## src/rtl/nfu_pkg.sv

```systemverilog
// Shared definitions for the NFU-3 coefficient path: loader FSM encoding and table geometry defaults.
// Latency: n/a (declarations only).
// Backpressure: n/a (declarations only).
package nfu_pkg;

    // Default width of one coefficient half (ai or bi).
    localparam int NFU_BIT_WIDTH_DEF = 16;

    // Default number of piecewise-sigmoid segments in one table.
    localparam int NFU_NUM_SEG_DEF = 16;

    // Coefficient loader FSM encoding.
    typedef enum logic [2:0] {
        ST_IDLE  = 3'd0,
        ST_GET_A = 3'd1,
        ST_GET_B = 3'd2,
        ST_WRITE = 3'd3,
        ST_DONE  = 3'd4
    } nfu3_ld_state_t;

    // Address width for a table of n segments; never below one bit.
    function automatic int nfu_addr_w(input int n);
        return (n > 1) ? $clog2(n) : 1;
    endfunction

endpackage

```

## src/rtl/nfu3_coef_loader.sv

```systemverilog
// Streams ai/bi word pairs into the NFU-3 coefficient RAM, one {ai,bi} write per segment, then pulses done.
// Latency: first write strobe 3 edges after start is sampled; done 3*NUM_SEG+1 edges after start (valid held high).
// Backpressure: o_coef_ready only in GET_A/GET_B; the FSM holds while i_coef_valid is low. Optional checksum: NFU3_COEF_LOADER_CHECKSUM_EN.
module nfu3_coef_loader
    import nfu_pkg::*;
#(
    parameter int BIT_WIDTH = NFU_BIT_WIDTH_DEF,
    parameter int NUM_SEG   = NFU_NUM_SEG_DEF,
    parameter int AW        = nfu_addr_w(NUM_SEG)
) (
    input  logic                   clk,
    input  logic                   rst,
    input  logic                   i_start,
    input  logic [BIT_WIDTH-1:0]   i_coef_data,
    input  logic                   i_coef_valid,
    output logic                   o_coef_ready,
    output logic [2*BIT_WIDTH-1:0] o_coef,
    output logic [AW-1:0]          o_coef_addr,
    output logic                   o_load_coef,
    output logic                   o_busy,
    output logic                   o_done,
    output logic [BIT_WIDTH-1:0]   o_checksum
);

    // Segment index of the final write; the counter stops here instead of wrapping.
    localparam logic [AW-1:0] LAST_SEG = AW'(NUM_SEG - 1);

    nfu3_ld_state_t         r_state;
    logic [AW-1:0]          r_seg_cnt;
    logic [BIT_WIDTH-1:0]   r_ai;
    logic [2*BIT_WIDTH-1:0] r_coef;
    logic [AW-1:0]          r_coef_addr;
    logic                   r_load_coef;
    logic                   r_coef_ready;
    logic                   r_busy;
    logic                   r_done;

    // A word moves only when the loader is asking for one and the source offers one.
    logic w_accept;
    // Start is honoured only from IDLE so a running load is never restarted.
    logic w_start_load;

    assign w_accept     = i_coef_valid & r_coef_ready;
    assign w_start_load = (r_state == ST_IDLE) & i_start;

    // Loader FSM; every output is registered alongside the state it belongs to.
    always_ff @(posedge clk or posedge rst) begin
        if (rst) begin
            r_state      <= ST_IDLE;
            r_seg_cnt    <= '0;
            r_ai         <= '0;
            r_coef       <= '0;
            r_coef_addr  <= '0;
            r_load_coef  <= 1'b0;
            r_coef_ready <= 1'b0;
            r_busy       <= 1'b0;
            r_done       <= 1'b0;
        end else begin
            // Strobes are single-cycle unless re-armed below.
            r_load_coef <= 1'b0;
            r_done      <= 1'b0;
            case (r_state)
                ST_IDLE: begin
                    if (w_start_load) begin
                        r_state      <= ST_GET_A;
                        r_seg_cnt    <= '0;
                        r_coef_ready <= 1'b1;
                        r_busy       <= 1'b1;
                    end
                end
                ST_GET_A: begin
                    if (w_accept) begin
                        r_ai    <= i_coef_data;
                        r_state <= ST_GET_B;
                    end
                end
                ST_GET_B: begin
                    // bi goes straight into the low half of the write line; the line then holds
                    // until the next write, so consumers only need o_load_coef to qualify it.
                    if (w_accept) begin
                        r_coef       <= {r_ai, i_coef_data};
                        r_coef_addr  <= r_seg_cnt;
                        r_load_coef  <= 1'b1;
                        r_coef_ready <= 1'b0;
                        r_state      <= ST_WRITE;
                    end
                end
                ST_WRITE: begin
                    if (r_seg_cnt == LAST_SEG) begin
                        r_state <= ST_DONE;
                        r_busy  <= 1'b0;
                        r_done  <= 1'b1;
                    end else begin
                        r_seg_cnt    <= r_seg_cnt + 1'b1;
                        r_coef_ready <= 1'b1;
                        r_state      <= ST_GET_A;
                    end
                end
                ST_DONE: begin
                    r_state <= ST_IDLE;
                end
                default: begin
                    r_state      <= ST_IDLE;
                    r_coef_ready <= 1'b0;
                    r_busy       <= 1'b0;
                end
            endcase
        end
    end

    assign o_coef_ready = r_coef_ready;
    assign o_coef       = r_coef;
    assign o_coef_addr  = r_coef_addr;
    assign o_load_coef  = r_load_coef;
    assign o_busy       = r_busy;
    assign o_done       = r_done;

`ifdef NFU3_COEF_LOADER_CHECKSUM_EN
    logic [BIT_WIDTH-1:0] r_checksum;

    // Running modulo-2^BIT_WIDTH sum of accepted words, cleared when a load starts.
    always_ff @(posedge clk or posedge rst) begin
        if (rst) begin
            r_checksum <= '0;
        end else if (w_start_load) begin
            r_checksum <= '0;
        end else if (w_accept) begin
            r_checksum <= r_checksum + i_coef_data;
        end
    end

    assign o_checksum = r_checksum;
`else
    assign o_checksum = '0;
`endif

endmodule

```

## config.mk

```make
export PLATFORM = sky130hd
export DESIGN_NAME = nfu3_coef_loader
export DESIGN_NICKNAME = d
export VERILOG_FILES = /design/src/rtl/nfu_pkg.sv /design/src/rtl/nfu3_coef_loader.sv
export SDC_FILE = /design/constraint.sdc
export NUM_CORES = 1
export LEC_CHECK = 0
export CAP_MARGIN = 10
export CORE_MARGIN = 4
export CORE_UTILIZATION = 51
export CTS_CLUSTER_DIAMETER = 100
export DETAILED_ROUTE_END_ITERATION = 7
export GPL_ROUTABILITY_DRIVEN = 0
export PLACE_DENSITY = 0.88
export REMOVE_ABC_BUFFERS = 1
export SYNTH_ARGS = -nofsm -noshare
export SYNTH_HDL_FRONTEND = slang
export SYNTH_SLANG_ARGS = --single-unit
```

## constraint.sdc

```tcl
create_clock -name clk -period 3.7 [get_ports clk]
set_input_delay 0.555 -clock clk [delete_from_list [all_inputs] [get_ports clk]]
set_output_delay 0.555 -clock clk [all_outputs]
set_load 0.05 [all_outputs]
```

Yosys cells after proc, flatten, opt, wreduce, memory -nomap -nowiden:

Cells that the tools add are included.

* muxes and demuxes: 18
* equality and inequality tests: 10
* bitwise gates (word level): 4
* reductions and logical operators: 10
* add/sub/neg operators: 1

Operators with widths (count)
* 3-bit 2-to-1 mux: 4
* 3-bit case mux with 4 select lines: 1
* 2-bit != test, second input constant: 5
* 3-bit AND reduction: 3
* 1-bit 2-to-1 mux: 8
* 4-bit 2-to-1 mux: 2
* 4-bit case mux with 2 select lines: 1
* 3-bit by 2-bit == test with 1-bit output, second input constant: 2
* 4-bit by 1-bit adder with 4-bit output, second input constant: 1
* 4-bit == test, second input constant: 1
* 1-bit case mux with 4 select lines: 1
* 2-bit AND reduction: 2
* 4-bit AND reduction: 1
* 3-bit by 1-bit == test with 1-bit output, second input constant: 1
* 3-bit == test, second input constant: 1
* 3-bit zero test: 1
* 1-bit case mux with 3 select lines: 1
* 3-bit OR reduction: 1
* 1-bit AND: 2
* 1-bit inverter: 2
* 2-bit nonzero test: 1
* 2-bit OR reduction: 1

* flip-flop bits (word level): 63
* bits of input ports: 20
* output and inout port bits: 56

Longest topological paths before layout:

Gate-level depths: netlist of the first run.

* word-level depth: 4
* mapped depth: 6
* depth with buffers taken out: 5

Worst setup path before layout of the first run:

No wires, ideal clock.

* path type: flip-flop to flip-flop
* start point: reg r_coef_ready (netlist: o_coef_ready)
* end point: reg r_ai[0]
* buffers on the path: 1
* setup slack: 1.758 ns
* data required time: 3.575 ns
* arrival time: 1.817 ns
* cell stages (with the launch flop): 5
* cells stage by stage: dfrtp_1 > nand2_2 > nor4b_4 > buf_6 > mux2_2

* longest elaborated chain between the ends: 2

Ends and longest elaborated chain
* from (decl): RTL line nfu3_coef_loader.sv:34 `logic r_coef_ready;`
* from (signal assigned): RTL line nfu3_coef_loader.sv:55 `r_coef_ready <= 1'b0;`
* from (signal assigned): RTL line nfu3_coef_loader.sv:67 `r_coef_ready <= 1'b1;`
* from (signal assigned): RTL line nfu3_coef_loader.sv:84 `r_coef_ready <= 1'b0;`
* 1-bit AND: RTL line nfu3_coef_loader.sv:43 `assign w_accept = i_coef_valid & r_coef_ready;`
* 2-bit AND reduction (no source line)
* to (signal assigned): RTL line nfu3_coef_loader.sv:73 `r_ai <= i_coef_data;`
* to (decl): RTL line nfu3_coef_loader.sv:30 `logic [BIT_WIDTH-1:0] r_ai;`

Every way passes these cells.
A chain may end at the register's enable or synchronous reset.

Final worst setup path of the first run:

* start point: reg r_coef_ready (netlist: o_coef_ready)
* end point: out o_coef_ready

RTL lines
* to (decl): RTL line nfu3_coef_loader.sv:16 `output logic o_coef_ready,`

No word-level cell between the ends.

==> results of run 1 <==
## registers in the layout, summed over array words and instances, names as in the netlist
| name | cells |
|---|---|
| o_done | 1 |
| r_state | 3 |
| r_seg_cnt | 4 |
| o_coef | 32 |
| o_busy | 1 |
| o_coef_addr | 4 |
| r_ai | 16 |
| o_load_coef | 1 |
| o_coef_ready | 1 |
## cell families (layout without fill, tap and decap cells)
| family | after synthesis | in the layout | share of synthesized area [%] |
|---|---|---|---|
| compound gates | 20 | 20 | 4.446 |
| fa+ha+maj | 1 | 1 | 0.4679 |
| buf+inv | 28 | 83 | 7.533 |
| flops | 63 | 63 | 58.96 |
| mux | 53 | 53 | 22.27 |
| other cells | 1 | 16 | 0.1402 |
| simple gates | 24 | 24 | 6.177 |
## layout make-up
class,count,share of cell area [%]
clock buffer,12,3.909
clock inverter,4,2.027
inverter,4,0.4343
multi-input combinational,114,27.54
sequential,63,45.60
tap,70,2.533
timing repair buffer,63,17.95
## worst max-delay path by stage
stage          slack, ps  depth (start not counted)          from            to
2_1_floorplan       1310                          3  o_coef_ready     o_coef[0]
6_report            1520                          1  o_coef_ready  o_coef_ready
3_3_place_gp        1390                          5  i_coef_valid    o_coef[15]
5_1_grt             1470                          1  o_coef_ready  o_coef_ready
3_5_place_dp        1330                          5  i_coef_valid    o_coef[15]
4_1_cts             1510                          1  o_coef_ready  o_coef_ready
## metal layers
layer	global-route usage [%]	vias to the layer above	part of all wire (%)
li1	-	765	-
met1	20.25	825	43
met2	24.34	57	49
met3	4.709	8	6.9
met4	8.108	0	0.98
met5	0	-	0
## cells in the final DEF, fill, tap and decap left out, types with 2 or more instances in the layout
cell,count
mux2_2,51
clkbuf_1,3
bufinv_16,2
a21oi_1,10
conb_1,16
o21ai_0,4
buf_4,4
nand3_1,3
nor2_1,4
clkbuf_8,9
clkinv_2,2
dfrtp_1,63
nand2_1,3
nand2b_1,3
clkdlybuf4s50_1,59
inv_1,3
a2bb2oi_1,2
nor2b_1,2
## per-stage QoR
step                util [%]  setup slack [ps]
global route           67.69              1473
global placement       63.67              1390
CTS                    67.69              1512
detailed placement     63.67              1332
floorplan                  -              1313
finish                 67.69              1521
## where the power goes
group | switching [µW] | internal (µW) | total [µW]
clock network | 239 | 378 | 617
logic | 1030 | 673 | 1710
registers | 199 | 1000 | 1200
==> results.md, run 1 <==
- Worst path cell trace: clkdlybuf4s50_1
- Top post-synthesis cells by area: dfrtp_1 59%, mux2_2 21%, buf_4 4.8%
- Area Growth Syn to Fin: 29.29%
- Pleak: approximately 0.0015 µW
- Hold Path End: o_coef[17]
- Drt pass-1 iters: 4
- Post-synthesis sequential area ratio: approximately three fifths
- Avg Inst Size Synth: between 10 and 15 µm²
- Cells resized by post-CTS repair: 0
- Most used flip-flop cell after synthesis: dfrtp_1
- F_max: roughly 0.46 GHz
- Worst Skew: 6.544 ps
- Initial drt markers: 74
- First-pass GRT wire length: 7762 µm
- Fill cell count: 388
- Final ANT Viol Nets: 0
- Reg area: 1577 µm²
- Die ar.: 6465 µm²
- CP Capture Type: primary output
- Area of the multi-input gates: roughly 950 µm²
- Die Width: roughly 80 µm
- Global route overflow: 0
- Hold Path Origin: o_coef[17]
- Power Dens Cells: around 1000 nW/µm²
- Max Slew Vio Count: 0
- Clock Sinks: 63
- Fin Setup TNS: 0 ps
- Number of synthesized register bits: 63
- Post-CTS Setup Bufs: 0
- Via density: approximately 5
- Synthesized cell area: around 2700 µm²
- R2r startpoint: r_state[1]
- Final WL: 4696 µm
- Status: finished clean
- Total track usage: 15.84%
- Post-synth EDFFs: 0
- Hold-fix buffers, CTS: 0
- Critical Path Source Type: register
- Total clock buffers created by CTS: 9
- Layout Nets: approximately 280
- Ratio of cells with drive above 1 in the final layout: between 20% and 30%
- Clk pin slew, worst setup/hold paths: ~70 ps
- Synth Warn #: 0
- H-tree levels: 3
- Initial antenna violation count: 0
- Starting density of the core: 52.35%
- Relative slew margins: 65.23%
- Post-DP HPWL: approximately 3300 µm
- Flop-to-flop setup slack: 1790 ps
- Unique masters post-synth: 32
- Clk root buf: clkbuf_8
- Max cap viols: 0
- Slowest cell delay on critical path: between 800 and 900 ps
- RSZ-0062 raised after global routing: no
- Delay-heaviest family, CP: buffers and inverters
- Largest net degree at the start of global routing: 38
- IO Pins: 76
- DP Area: about 3300 µm²
- Share of the synthesized area in the top cell type: 58.96%
- Crit path max fanout: 6
- Post-synth ARST share: between 90% and 100%
- Site Rows: 26
- Crit path max-delay cell type: clkdlybuf4s50_1
- WHS: 503.2 ps
- FF-to-FF End: o_coef[2]
- Crit path DAT: around 1600 ps
- Reg2reg path depth: 4
- Fin area: about 3500 µm²
- Skew-Pair Late Insertion Delay: approximately 320 ps
- Worst hold stages: 1
- Port Buffer Count: 59
- Drt drc: 0
- Core area: 5107 µm²
- Clock Path Buffers: 2
- Vias: ~1700
- Count leader, synth: dfrtp_1
- Worst Path Buf+Inv: 1
- Synth area leader: dfrtp_1
- PnR Total Power: 3524 µW
- VDD IR-drop max: approximately 0.00056 V
- WL/cell: approximately 14 µm
- Post-Layout Cell Count: 330
- Die Y-Extent: ~80 µm
- Ant diodes: 0
- Actual slew at the worst max-slew pin: 519.9 ps
- Hold crit path type: reg2reg
- Endpoints failing setup: 0
- List of most frequent post-synthesis cells: 63 x dfrtp_1, 51 x mux2_2, 17 x buf_4
- Hold Fails Final Rpt: 0
- Mapped Cells: between 150 and 200
- WP data required: 3140 ps
- CTS tree: yes
- Critical path type: reg2out
- Number of global-route vias before repair: 1663
- Placed Cells: between 300 and 400
- Final period util: between 50% and 60%
- Fin crit period: 2179 ps
No activity file was read; power rests on OpenSTA's default activity.
==> run 2, diff against run 1 <==
--- a/config.mk
+++ b/config.mk
@@ -7,11 +7,11 @@
 export LEC_CHECK = 0
 export CAP_MARGIN = 10
 export CORE_MARGIN = 4
-export CORE_UTILIZATION = 51
+export CORE_UTILIZATION = 47
 export CTS_CLUSTER_DIAMETER = 100
 export DETAILED_ROUTE_END_ITERATION = 7
 export GPL_ROUTABILITY_DRIVEN = 0
-export PLACE_DENSITY = 0.88
+export PLACE_DENSITY = 0.82
 export REMOVE_ABC_BUFFERS = 1
 export SYNTH_ARGS = -nofsm -noshare
 export SYNTH_HDL_FRONTEND = slang
==> constraint.sdc (replaced) <==
create_clock -name clk -period 2.1 [get_ports clk]
set_input_delay 0.315 -clock clk [delete_from_list [all_inputs] [get_ports clk]]
set_output_delay 0.315 -clock clk [all_outputs]
set_load 0.05 [all_outputs]
==> run 2 against run 1 <==
Worst setup slack lost 1300 ps. Sequential power rose by 76%. Wire length is 0.19% lower. Register-to-register slack worse by 1400 ps. Critical path depth did not move. Clock power increased by 86%. Non-clock buffer count stayed put. First-iteration DRC count down 27%. Global-route usage is 1.6 points lower. Clock skew about the same. Cell area grew 1.7%. Final cell count is 0.61% higher. Critical endpoint unchanged. Largest power group unchanged.
==> results.md, run 2 (synthesized netlist as in run 1, its figures left out) <==
- Site Rows: 27
- Layout Nets: roughly 280
- IO Pins: 76
- Via density: 4.976
- Ratio of cells with drive above 1 in the final layout: 28.85%
- Worst path cell trace: clkdlybuf4s50_1
- Drt drc: 0
- Final core occ: between 60% and 70%
- Status: finished clean
- Max cap viols: 0
- Hold crit path type: in2async
- Critical Path Source Type: register
- Ant diodes: 0
- F_max: roughly 0.52 GHz
- Skew-Pair Late Insertion Delay: roughly 320 ps
- Post-CTS Setup Bufs: 0
- Final WL: between 4000 and 5000 µm
- Delay-heaviest family, CP: buffers and inverters
- Fin crit period: 1909 ps
- Pleak: between 0.0015 and 0.002 µW
- Commonest cells after routing, fill and taps aside: 63 x dfrtp_1, 59 x clkdlybuf4s50_1, 51 x mux2_2
- VDD IR-drop max: ~0.0012 V
- Area Growth Syn to Fin: 31.45%
- Worst Skew: roughly 7.0 ps
- Die ar.: between 6000 and 7000 µm²
- Clk root buf: clkbuf_8
- Largest net degree at the start of global routing: 64
- Met3 Use GR: under 10%
- Vias: approximately 1700
- Port Buffer Count: slightly below 60
- Cells resized by post-CTS repair: 0
- RSZ-0062 raised after global routing: no
- WL/cell: around 14 µm
- Power Dens Cells: around 1800 nW/µm²
- Met2 GRT Util: 22.38%
- Die Y-Extent: approximately 83 µm
- Global route hottest layer: met2
- Total clock buffers created by CTS: 9
- Worst Path Buf+Inv: 1
- Critical path type: reg2out
- Post-place setup slack: 147.3 ps
- Flip-flop count of the largest register after layout: 32
- Crit path DAT: 1590 ps
- Global route overflow: 0
- Crit path max-delay cell type: clkdlybuf4s50_1
- Final WS setup: 190.8 ps
- Number of global-route vias before repair: 1659
- Clock Sinks: 63
- Hold-fix buffers, CTS: 0
- Initial drt markers: 54
- CP Capture Type: primary output
- CTS tree: yes
- Clk pin slew, worst setup/hold paths: ~70 ps
- Drt pass-1 iters: 3
- Final period util: 90.91%
- Clock Path Buffers: 2
- PnR Total Power: between 6000 and 7000 µW
- Endpoints failing setup: 0
- Most common cell after layout, fill and taps aside: dfrtp_1
- Crit path max fanout: 6
- Final ANT Viol Nets: 0
- Slowest cell delay on critical path: roughly 840 ps
- WP data required: 1780 ps
- Max Slew Vio Count: 0
- Die Width: 83.43 µm
- Hold Fails Final Rpt: 0
- Total track usage: 14.28%
- First-pass GRT wire length: between 7000 and 8000 µm
- Starting density of the core: 48.56%
- Actual slew at the worst max-slew pin: 516.4 ps
- Initial antenna violation count: 0
- Post-DP HPWL: roughly 3200 µm
- H-tree levels: 3
- M1 GR Usage: 17.40%
- Relative slew margins: 65.46%
- Core area: 5507 µm²
## run 2: power breakdown
part	switching, µW	internal (µW)	total [µW]	leakage [µW]
Sequential	344	1760	2110	0.000771
Combinational	1820	1220	3040	0.000625
Clock	448	701	1150	0.000110
## run 2: final timing paths
kind                       depth (start not counted)  slack [ps]           end    startpoint
hold / removal                                     3         380    r_state[1]           rst
min in group clk                                   1         490    o_coef[17]    o_coef[17]
max in group asynchronous                          3        1440       r_ai[8]           rst
setup / recovery                                   1         190  o_coef_ready  o_coef_ready
hold reg to reg                                    1         490    o_coef[17]    o_coef[17]
setup reg to reg                                   4         390     o_coef[0]    r_state[1]
## run 2: through the flow
| stage | TNS (ps) | area, µm² | hold WS (ps) | std cells |
|---|---|---|---|---|
| detailed placement | 0 | 3292 | 479.7 | 316 |
| CTS | 0 | 3515 | 392.0 | 332 |
| global placement | 0 | 3292 | 473.0 | 316 |
| floorplan | -10300 | 2544 | 460.2 | 181 |
| global route | 0 | 3515 | 426.2 | 332 |
| finish | 0 | 3515 | 381.3 | 332 |
## run 2: worst min-delay path, delay by kind of cell
family                 cells  cell delay, ps
buffers and inverters      3             780
## run 2: metal layers
metal	routed length [µm]	vias to the layer above
met5	0	-
met4	89	0
met3	340	10
met2	2235	52
met1	2022	823
li1	-	767
## run 2: cell type report
cell class	instances	area [µm²]
clock buffer	11	141.4
clock inverter	5	81.33
sequential	63	1577
fill	418	1992
multi-input combinational	114	952.2
inverter	4	15.01
timing repair buffer	63	658.1
tap	72	90.09
==> run 3, diff against run 2 <==
--- a/config.mk
+++ b/config.mk
@@ -7,11 +7,12 @@
 export LEC_CHECK = 0
 export CAP_MARGIN = 10
 export CORE_MARGIN = 4
-export CORE_UTILIZATION = 47
+export CORE_UTILIZATION = 62
 export CTS_CLUSTER_DIAMETER = 100
 export DETAILED_ROUTE_END_ITERATION = 7
+export DONT_BUFFER_PORTS = 1
 export GPL_ROUTABILITY_DRIVEN = 0
-export PLACE_DENSITY = 0.82
+export PLACE_DENSITY = 0.81
 export REMOVE_ABC_BUFFERS = 1
 export SYNTH_ARGS = -nofsm -noshare
 export SYNTH_HDL_FRONTEND = slang
==> run 3 against run 2 <==
Hold slack worse by 240 ps. Sequential cell count is the same. Global-route usage rose by 4.8 points. Maximum frequency increased by 10%. Final cell count decreased by 23%. Wire length down 0.21%. Largest cell class unchanged. Highest routed layer unchanged. Critical path depth is 3 higher. Worst setup slack improved by 170 ps.
==> results.md, run 3 (synthesized netlist as in run 1, its figures left out) <==
- Drt drc: 0
- Flip-flop count of the largest register after layout: 32
- Initial drt markers: 121
- CP Capture Type: register
- Delay-heaviest family, CP: simple AND/OR/NAND/NOR gates
- Clk pin slew, worst setup/hold paths: roughly 70 ps
- Post-DP HPWL: between 3000 and 4000 µm
- F_max: just under 0.6 GHz
- WL met1: between 1500 and 2000 µm
- Drt pass-1 iters: 6
- Crit path max fanout: 14
- Clock Path Buffers: 2
- Number of global-route vias before repair: 1570
- Placed Cells: 237
- Relative slew margins: 61.65%
- Ant diodes: 0
- Crit path max-delay cell type: dfrtp_1
- Commonest cells after routing, fill and taps aside: 63 x dfrtp_1, 51 x mux2_2, 16 x conb_1
- H-tree levels: 3
- Via density: 5.858
- First-pass GRT wire length: around 7600 µm
- Max cap viols: 0
- Initial antenna violation count: 0
- Endpoints failing setup: 0
- Cells resized by post-CTS repair: 0
- Clock Sinks: 63
- Port Buffer Count: 0
- Worst Skew: 8.639 ps
- WL met3: roughly 500 µm
- Die Y-Extent: 73.67 µm
- Core area: slightly above 4000 µm²
- IO Pins: 76
- Ratio of cells with drive above 1 in the final layout: approximately 38%
- RSZ-0062 raised after global routing: no
- Die Width: between 70 and 80 µm
- Most common cell after layout, fill and taps aside: dfrtp_1
- CTS tree: yes
- Status: finished clean
- Critical path type: reg2reg
- WP data required: between 2000 and 2500 ps
- Layout Nets: 220
- DR WL met2: about 2400 µm
- Total clock buffers created by CTS: 9
- Max Slew Vio Count: 0
- Final WL: about 4700 µm
- Hold Fails Final Rpt: 0
- Total track usage: a little under a fifth
- Site Rows: 23
- Cell mode on critical path: a21oi_1
- Post-Layout Cell Count: roughly 250
- Worst path cell trace: or3b_2, a21oi_1, nor2b_1, a21oi_1
- Vias: around 1500
- Fin crit period: 1735 ps
- WL/cell: 18.41 µm
- Die ar.: roughly 5400 µm²
- Worst Path Buf+Inv: 0
- Slowest cell delay on critical path: 530 ps
- Hold crit path type: in2reg
- Starting density of the core: ~65%
- Clk root buf: clkbuf_8
- Critical Path Source Type: register
- Actual slew at the worst max-slew pin: around 570 ps
- Post-CTS Setup Bufs: 0
- Final ANT Viol Nets: 0
- Final period util: around 83%
- Max layer used: met4
- Area Growth Syn to Fin: 7.534%
- Global route overflow: 0
- Crit path DAT: 1930 ps
- Largest net degree at the start of global routing: 38
- Skew-Pair Late Insertion Delay: approximately 320 ps
[run 3: cell types whose count changed in the layout (fill, tap and decap cells not counted), sizes merged]
cell	before	now
dlygate4sd3	0	1
buf	4	6
clkdlybuf4s50	59	0
bufinv	2	1
clkinv	2	4
clkbuf	11	10
[run 3: repair_timing]
action	in CTS	in global routing
hold buffers	1	0
setup endpoints to repair	0	0
hold endpoints to repair	26	0
[run 3: final cells by class]
class,instances,area [µm²]
Timing Repair Buffer,7,80.08
Clock buffer,10,127.6
Sequential cell,63,1577
Tap cell,50,62.56
Clock inverter,6,61.31
Multi-Input combinational cell,114,952.2
Fill cell,287,1211
Inverter,4,15.01
[run 3: metal layers]
| layer | GRT usage [%] | vias to the layer above |
|---|---|---|
| met1 | 21.51 | 754 |
| met3 | 8.345 | 9 |
| met4 | 10.46 | 0 |
| met5 | 0 | - |
| met2 | 30.12 | 76 |
| li1 | - | 649 |
[run 3: final timing paths]
| kind | from | endpoint | cells after the start | slack, ps |
|---|---|---|---|---|
| max in group asynchronous | rst | r_ai[15] | 3 | 990 |
| min | i_coef_data[0] | r_ai[0] | 1 | 140 |
| min reg2reg | r_ai[1] | o_coef[17] | 1 | 490 |
| min in group asynchronous | rst | r_seg_cnt[2] | 2 | 520 |
| max reg2reg | r_state[1] | r_seg_cnt[0] | 4 | 360 |
| max | r_state[1] | r_seg_cnt[0] | 4 | 360 |
[run 3: stage by stage]
| step | cell area (µm²) | TNS, ps | hold slack, ps | worst slack [ps] | util (%) |
|---|---|---|---|---|---|
| 2_1_floorplan | 2544 | -10300 | 460.2 | -287.1 | - |
| 3_3_place_gp | 2676 | 0 | 274.1 | 466.7 | 65.49 |
| 3_5_place_dp | 2676 | 0 | 290.1 | 368.4 | 65.49 |
| 4_1_cts | 2875 | 0 | 125.0 | 368.4 | 70.36 |
| 5_1_grt | 2875 | 0 | 115.6 | 230.8 | 70.36 |
| 6_report | 2875 | 0 | 141.5 | 364.7 | 70.36 |
Power of run 3 is not shown: default switching activity piles up to over one toggle a cycle in this logic, so the estimate is an artifact.
